$ cat config.mk
export PLATFORM = sky130hd
export DESIGN_NAME = wb_regfile_stage_flat
export DESIGN_NICKNAME = d
export VERILOG_FILES = /design/src/rtl/wb_regfile_if.sv /design/src/rtl/wb_regfile_stage.sv /design/src/flat_wrapper.sv
export SDC_FILE = /design/constraint.sdc
export NUM_CORES = 2
export LEC_CHECK = 0
export BUFFER_PORTS_ARGS = -buffer_cell sky130_fd_sc_hd__buf_2
export CORE_MARGIN = 4
export CORE_UTILIZATION = 30
export DETAILED_ROUTE_END_ITERATION = 12
export GPL_ROUTABILITY_DRIVEN = 0
export HOLD_SLACK_MARGIN = 0.05
export SETUP_SLACK_MARGIN = 0.15
export SYNTH_ARGS = -nofsm -noshare
export SYNTH_HDL_FRONTEND = slang
export SYNTH_SLANG_ARGS = --single-unit
$ cat constraint.sdc
create_clock -name clk -period 4 [get_ports clk]
set_clock_uncertainty 0.1 [all_clocks]
set_input_delay 0.2 -clock clk [delete_from_list [all_inputs] [get_ports clk]]
set_output_delay 0.2 -clock clk [all_outputs]
set_load 0.02 [all_outputs]
$ cat src/rtl/wb_regfile_if.sv
// Write-back / register-file bus: MEM/WB inputs, the two ID read ports and the retire record.
// master = the pipeline side driving MEM/WB values and read indices; slave = the register file.
interface wb_regfile_if #(
  parameter int unsigned DATA_W = 32,
  parameter int unsigned ADDR_W = 5
);
  logic [1:0]        WB;             // [1] RegWrite, [0] MemtoReg
  logic [DATA_W-1:0] WB_Address;
  logic [DATA_W-1:0] WB_Data;
  logic [ADDR_W-1:0] Write_Register;
  logic [ADDR_W-1:0] rs_addr;
  logic [ADDR_W-1:0] rt_addr;
  logic [DATA_W-1:0] rs_data;
  logic [DATA_W-1:0] rt_data;
  logic              ret_valid;
  logic [ADDR_W-1:0] ret_reg;
  logic [DATA_W-1:0] ret_value;
  logic [31:0]       ret_count;

  modport master (
    output WB, WB_Address, WB_Data, Write_Register, rs_addr, rt_addr,
    input  rs_data, rt_data, ret_valid, ret_reg, ret_value, ret_count
  );

  modport slave (
    input  WB, WB_Address, WB_Data, Write_Register, rs_addr, rt_addr,
    output rs_data, rt_data, ret_valid, ret_reg, ret_value, ret_count
  );
endinterface

$ cat src/rtl/wb_regfile_stage.sv
// Write-back stage and architectural register file.
// Selects ALU result or load data, commits it to the register file (r0 hardwired to zero),
// serves two combinational read ports and publishes a registered retire record plus counter.
// Optional: define WB_BYPASS_EN for write-through bypass of the value committing this cycle.
module wb_regfile_stage #(
  parameter int unsigned DATA_W = 32,
  parameter int unsigned REG_N  = 32,
  parameter int unsigned ADDR_W = 5
) (
  input  logic          clk,
  input  logic          rst,
  wb_regfile_if.slave   bus
);

  if ((1 << ADDR_W) != REG_N) begin : g_bad_params
    $error("wb_regfile_stage: 2**ADDR_W must equal REG_N");
  end

  logic [DATA_W-1:0] regs_q [REG_N];
  logic [DATA_W-1:0] regs_d [REG_N];
  logic              ret_valid_q, ret_valid_d;
  logic [ADDR_W-1:0] ret_reg_q, ret_reg_d;
  logic [DATA_W-1:0] ret_value_q, ret_value_d;
  logic [31:0]       ret_count_q, ret_count_d;

  logic [DATA_W-1:0] wb_value;
  logic              commit;

  // Write-back value select and commit qualification (writes to r0 are dropped).
  always_comb begin
    wb_value = bus.WB[0] ? bus.WB_Data : bus.WB_Address;
    commit   = bus.WB[1] && (bus.Write_Register != '0);
  end

  // Next-state for the array and the retire record.
  always_comb begin
    regs_d      = regs_q;
    ret_valid_d = 1'b0;
    ret_reg_d   = ret_reg_q;
    ret_value_d = ret_value_q;
    ret_count_d = ret_count_q;
    if (commit) begin
      regs_d[bus.Write_Register] = wb_value;
      ret_valid_d                = 1'b1;
      ret_reg_d                  = bus.Write_Register;
      ret_value_d                = wb_value;
      ret_count_d                = ret_count_q + 32'd1;  // wraps silently
    end
  end

  // State registers; synchronous reset wins over a simultaneous commit.
  always_ff @(posedge clk) begin
    if (rst) begin
      for (int i = 0; i < int'(REG_N); i++) begin
        regs_q[i] <= '0;
      end
      ret_valid_q <= 1'b0;
      ret_reg_q   <= '0;
      ret_value_q <= '0;
      ret_count_q <= '0;
    end else begin
      regs_q      <= regs_d;
      ret_valid_q <= ret_valid_d;
      ret_reg_q   <= ret_reg_d;
      ret_value_q <= ret_value_d;
      ret_count_q <= ret_count_d;
    end
  end

  // Read ports: index 0 always reads zero; optional same-cycle bypass of the committing value.
  always_comb begin
    bus.rs_data = (bus.rs_addr == '0) ? '0 : regs_q[bus.rs_addr];
    bus.rt_data = (bus.rt_addr == '0) ? '0 : regs_q[bus.rt_addr];
`ifdef WB_BYPASS_EN
    // commit already excludes r0, so a match implies a nonzero index.
    if (commit && (bus.rs_addr == bus.Write_Register)) bus.rs_data = wb_value;
    if (commit && (bus.rt_addr == bus.Write_Register)) bus.rt_data = wb_value;
`endif
  end

  // Retire record outputs.
  always_comb begin
    bus.ret_valid = ret_valid_q;
    bus.ret_reg   = ret_reg_q;
    bus.ret_value = ret_value_q;
    bus.ret_count = ret_count_q;
  end

endmodule

$ cat src/flat_wrapper.sv
// flat-port wrapper written by rule: the top's interface ports become plain ports
module wb_regfile_stage_flat 
#(
  parameter int unsigned DATA_W = 32,
  parameter int unsigned REG_N  = 32,
  parameter int unsigned ADDR_W = 5
)
  (clk, rst, bus_WB, bus_WB_Address, bus_WB_Data, bus_Write_Register, bus_rs_addr, bus_rt_addr, bus_rs_data, bus_rt_data, bus_ret_valid, bus_ret_reg, bus_ret_value, bus_ret_count);
  wb_regfile_if #(.DATA_W(DATA_W), .ADDR_W(ADDR_W)) bus_i ();
  input  logic clk;
  input  logic rst;
  input wire logic [$bits(bus_i.WB)-1:0] bus_WB;
  input wire logic [$bits(bus_i.WB_Address)-1:0] bus_WB_Address;
  input wire logic [$bits(bus_i.WB_Data)-1:0] bus_WB_Data;
  input wire logic [$bits(bus_i.Write_Register)-1:0] bus_Write_Register;
  input wire logic [$bits(bus_i.rs_addr)-1:0] bus_rs_addr;
  input wire logic [$bits(bus_i.rt_addr)-1:0] bus_rt_addr;
  output wire logic [$bits(bus_i.rs_data)-1:0] bus_rs_data;
  output wire logic [$bits(bus_i.rt_data)-1:0] bus_rt_data;
  output wire logic [$bits(bus_i.ret_valid)-1:0] bus_ret_valid;
  output wire logic [$bits(bus_i.ret_reg)-1:0] bus_ret_reg;
  output wire logic [$bits(bus_i.ret_value)-1:0] bus_ret_value;
  output wire logic [$bits(bus_i.ret_count)-1:0] bus_ret_count;
  assign bus_i.WB = bus_WB;
  assign bus_i.WB_Address = bus_WB_Address;
  assign bus_i.WB_Data = bus_WB_Data;
  assign bus_i.Write_Register = bus_Write_Register;
  assign bus_i.rs_addr = bus_rs_addr;
  assign bus_i.rt_addr = bus_rt_addr;
  assign bus_rs_data = bus_i.rs_data;
  assign bus_rt_data = bus_i.rt_data;
  assign bus_ret_valid = bus_i.ret_valid;
  assign bus_ret_reg = bus_i.ret_reg;
  assign bus_ret_value = bus_i.ret_value;
  assign bus_ret_count = bus_i.ret_count;
  wb_regfile_stage #(.DATA_W(DATA_W), .REG_N(REG_N), .ADDR_W(ADDR_W)) u_core (.clk(clk), .rst(rst), .bus(bus_i));
endmodule
==> out/qor.yml <==
cells_and_area:
  largest_register_ffs: 1024
  utilization_pct: 34.9
  seqCellArea_mm2: 0.0219
  fill_cells: 17600
  multi_input_area_mm2: 0.0295
  areaGrowthSynthToFinish_pct: 15.2
  regMostFlops: "u_core.regs_q"
  fin_nets: 5203
  drive_above_1_share_pct: 22.9
floorplanning:
  initial_utilization_pct: 30.3
  die_y_um: 431
  die_x_um: 431
  core.rowCount: 154
  die_area_mm2: 0.185
  coreArea_mm2: 0.177
  pin_count: 217
synth:
  synth_area_per_cell_um2: 10.3
  synth_edf_count: 0
  synth.top_cell.area_share_pct: 40.9
  synthArstFlopShare_pct: 0
  synth-seq-area-share_pct: 40.9
  yosysWarnings: 0
  ys_types: 45
  yosys.area.top_type: "dfxtp_1"
  syn_nets: 5293
  synth.cell_area_mm2: 0.0536
  syn_inst: 5209
  ys.flop_type: "dfxtp_1"
  synth.area.top_cells: "dfxtp_1 41%, mux4_2 19%, a211oi_1 15%"
  synth.ff_latch_count: 1094
global_routing:
  first_global_vias: 42300
  grt_max_degree: 117
  grt_use_total_pct: 20.9
  antenna_found_initial: 6
  overflow: 0
  grt_pass1_wl_um: 294000
detailed_routing:
  vias: 44500
  routedWlPerCell_um: 26.7
  viasPerCell: 5.89
  drcViolationCount: 0
  wl_met2_um: 96100
  wl_met3_um: 15500
  maxUsedRoutingLayer: "met5"
  dr.pass1.iters: 8
  drt_iter0_drc: 5134
  drt_wl_total_um: 201000
  ant_nets: 0
  wl_met1_um: 78200
clock_network:
  cts_resized: 0
  post_cts_buffers: 0
  clock_sinks: 1094
  clk_path_buf_depth: 3
  cts_root_buf: "clkbuf_16"
  clkSlewWorstSetupHoldPaths_ns: 0.06
  insertion_delay_ns: 0.72
  cts_tree: "built"
  h-tree-depth: 3
  holdBufCountCts: 27
  cts_made_buffers: 107
worst_setup_path:
  worst-setup-path-type: "input port to output pin"
  startpoint_type: "input port"
  crit_chain: "buf_6, buf_4, mux4_2, nor2b_1, a211oi_1, a311oi_1, buf_2"
  critical_path.top_delay_family: "buffers and inverters"
  critPathMaxFanout: 38
  slowest_stage: "a311oi_1"
  cpPeakStageDelay_ns: 0.92
  rrSetupSlack_ns: 1.50
  crit_buf_inv: 3
  reg2reg_from: "u_core.bus.ret_count[11]"
  crit_arrival_ns: 3.12
  critPathLaunch: "bus_rs_addr[0]"
  worstPathRequired_ns: 3.70
  r2r-end: "u_core.bus.ret_count[28]"
  worstSetupEndpointType: "output pin"
  ff2ff_path_depth: 4
run:
  max-cap-violations: 0
worst_hold_path:
  hp-class: "input port to register"
  worstHoldStart: "bus_WB_Data[17]"
  min_delay_worst_endpoint: "u_core.regs_q[913]"
  whs_path_depth: 3
timing:
  min_period_ns: 3.42
  grt_setup_unrepaired: "false"
  hold_slack_ns: 0.0872
  setup_viol: 0
  worstMarginPinSlew_ns: 1.36
  fmax_ghz: 0.292
  fin_crit_sh_pct: 85.6
  slew_violations: 0
  hold_viol_final: 0
  tns_ns: 0
  relSlewSlack_pct: 8.62
power_and_ir_drop:
  sw_frac_of_total_pct: 26.7
  power_leakage_uw: 0.0194
  power-per-cell-area_mw_per_mm2: 396
  clkPwrFrac_pct: 43.3
  switchingPower_uw: 6510
  intPower_uw: 17900
  peakVddDrop_uv: 301
  seqPwrFrac_pct: 45.7
  comb_power_share_pct: 11.0
place:
  io_buffers: 216
  hpwl_um: 120000
status:
  status: "completed"
## how the worst max path moves through the flow
stage                      endpoint  cells after the start
floorplan           bus_rt_data[13]                      7
finish               bus_rs_data[5]                      7
global route         bus_rs_data[5]                      7
CTS                  bus_rs_data[5]                      7
detailed placement   bus_rs_data[5]                      7
global placement     bus_rs_data[5]                      7
## area by class of cell
class                   count  area share, %
multi-input cells        3463           47.7
flip-flops and latches   1094           35.5
repair buffers            445           6.05
clock buffers             157           5.14
well taps                2340           4.75
clock inverters            39          0.732
inverters                   8         0.0568
diodes                      8         0.0325
## worst reg2reg max path: cells and delay by family (launching register included)
family	cells	cell delay, ns
AO/OA/AOI/OAI	1	0.18
flip-flops	1	0.44
AND/OR/NAND/NOR	3	1.70
## cells in the final DEF, fill, tap and decap left out, types with 16 or more instances in the layout
master         Yosys  routed
mux2i_4            0      29
mux2i_1          160     128
a22oi_1           67      67
a21oi_1           26      26
mux2_2            67      67
clkbuf_16          0     109
o21ai_0           86      86
clkinv_2           0      18
nor2b_1          103     101
nor2_1          1045    1037
a311oi_1          64      64
buf_4             10     139
buf_12             0      64
dfxtp_1         1094    1094
o31ai_1           18      18
o2111ai_1         53      52
dlygate4sd3_1      0      27
clkbuf_8           0      26
clkbuf_1         418      22
nand2_1          114     114
buf_2            189     208
mux4_2           448     448
nor2_4             0      18
or4_1             20      18
a211oi_1        1088    1088
a221oi_1          16      16
## synth_stat cells (all sizes together), types with 64 or more instances
cell type	instances
o21ai	86
mux4	448
nand2	114
a22oi	67
mux2i	160
dfxtp	1094
a211oi	1088
nor2b	103
clkbuf	420
buf	224
nor2	1055
a311oi	64
mux2	67
## per-stage QoR
| step | power (µW) | worst slack (ns) | area [µm²] | cells |
|---|---|---|---|---|
| final | 24400 | 0.576 | 61700 | 7554 |
| after global routing | 25000 | 0.548 | 61700 | 7548 |
| after CTS | 24500 | 0.573 | 61700 | 7546 |
| after detailed placement | 14000 | 0.573 | 57800 | 7323 |
| after global placement | 14000 | 0.498 | 57800 | 7323 |
| after floorplan | 13000 | 1.74 | 53600 | 5209 |
## power groups by stage
stage               sequential (µW)  combinational, µW  clock, µW
floorplan                     11400               1540          0
global placement              11400               2600          0
detailed placement            11400               2610          0
CTS                           11200               2640      10700
global route                  11200               2780      11100
finish                        11200               2680      10600
## per-layer routing
metal | vias up | track usage [%]
li1 | 19700 | -
met1 | 22100 | 26.7
met2 | 2216 | 34.4
met3 | 498 | 2.87
met4 | 4 | 11.4
met5 | - | 0
## logic make-up after synthesis
kind of cell    after synthesis  synth area share (%)
mux                         675                  23.2
compound gates             1420                  19.7
simple gates               1362                  10.9
xor+xnor                      5                0.0818
fa+ha+maj                     1                0.0234
buf+inv                     652                  5.14
flops                      1094                  40.9
Note: power is estimated with default switching activity, not from simulation.
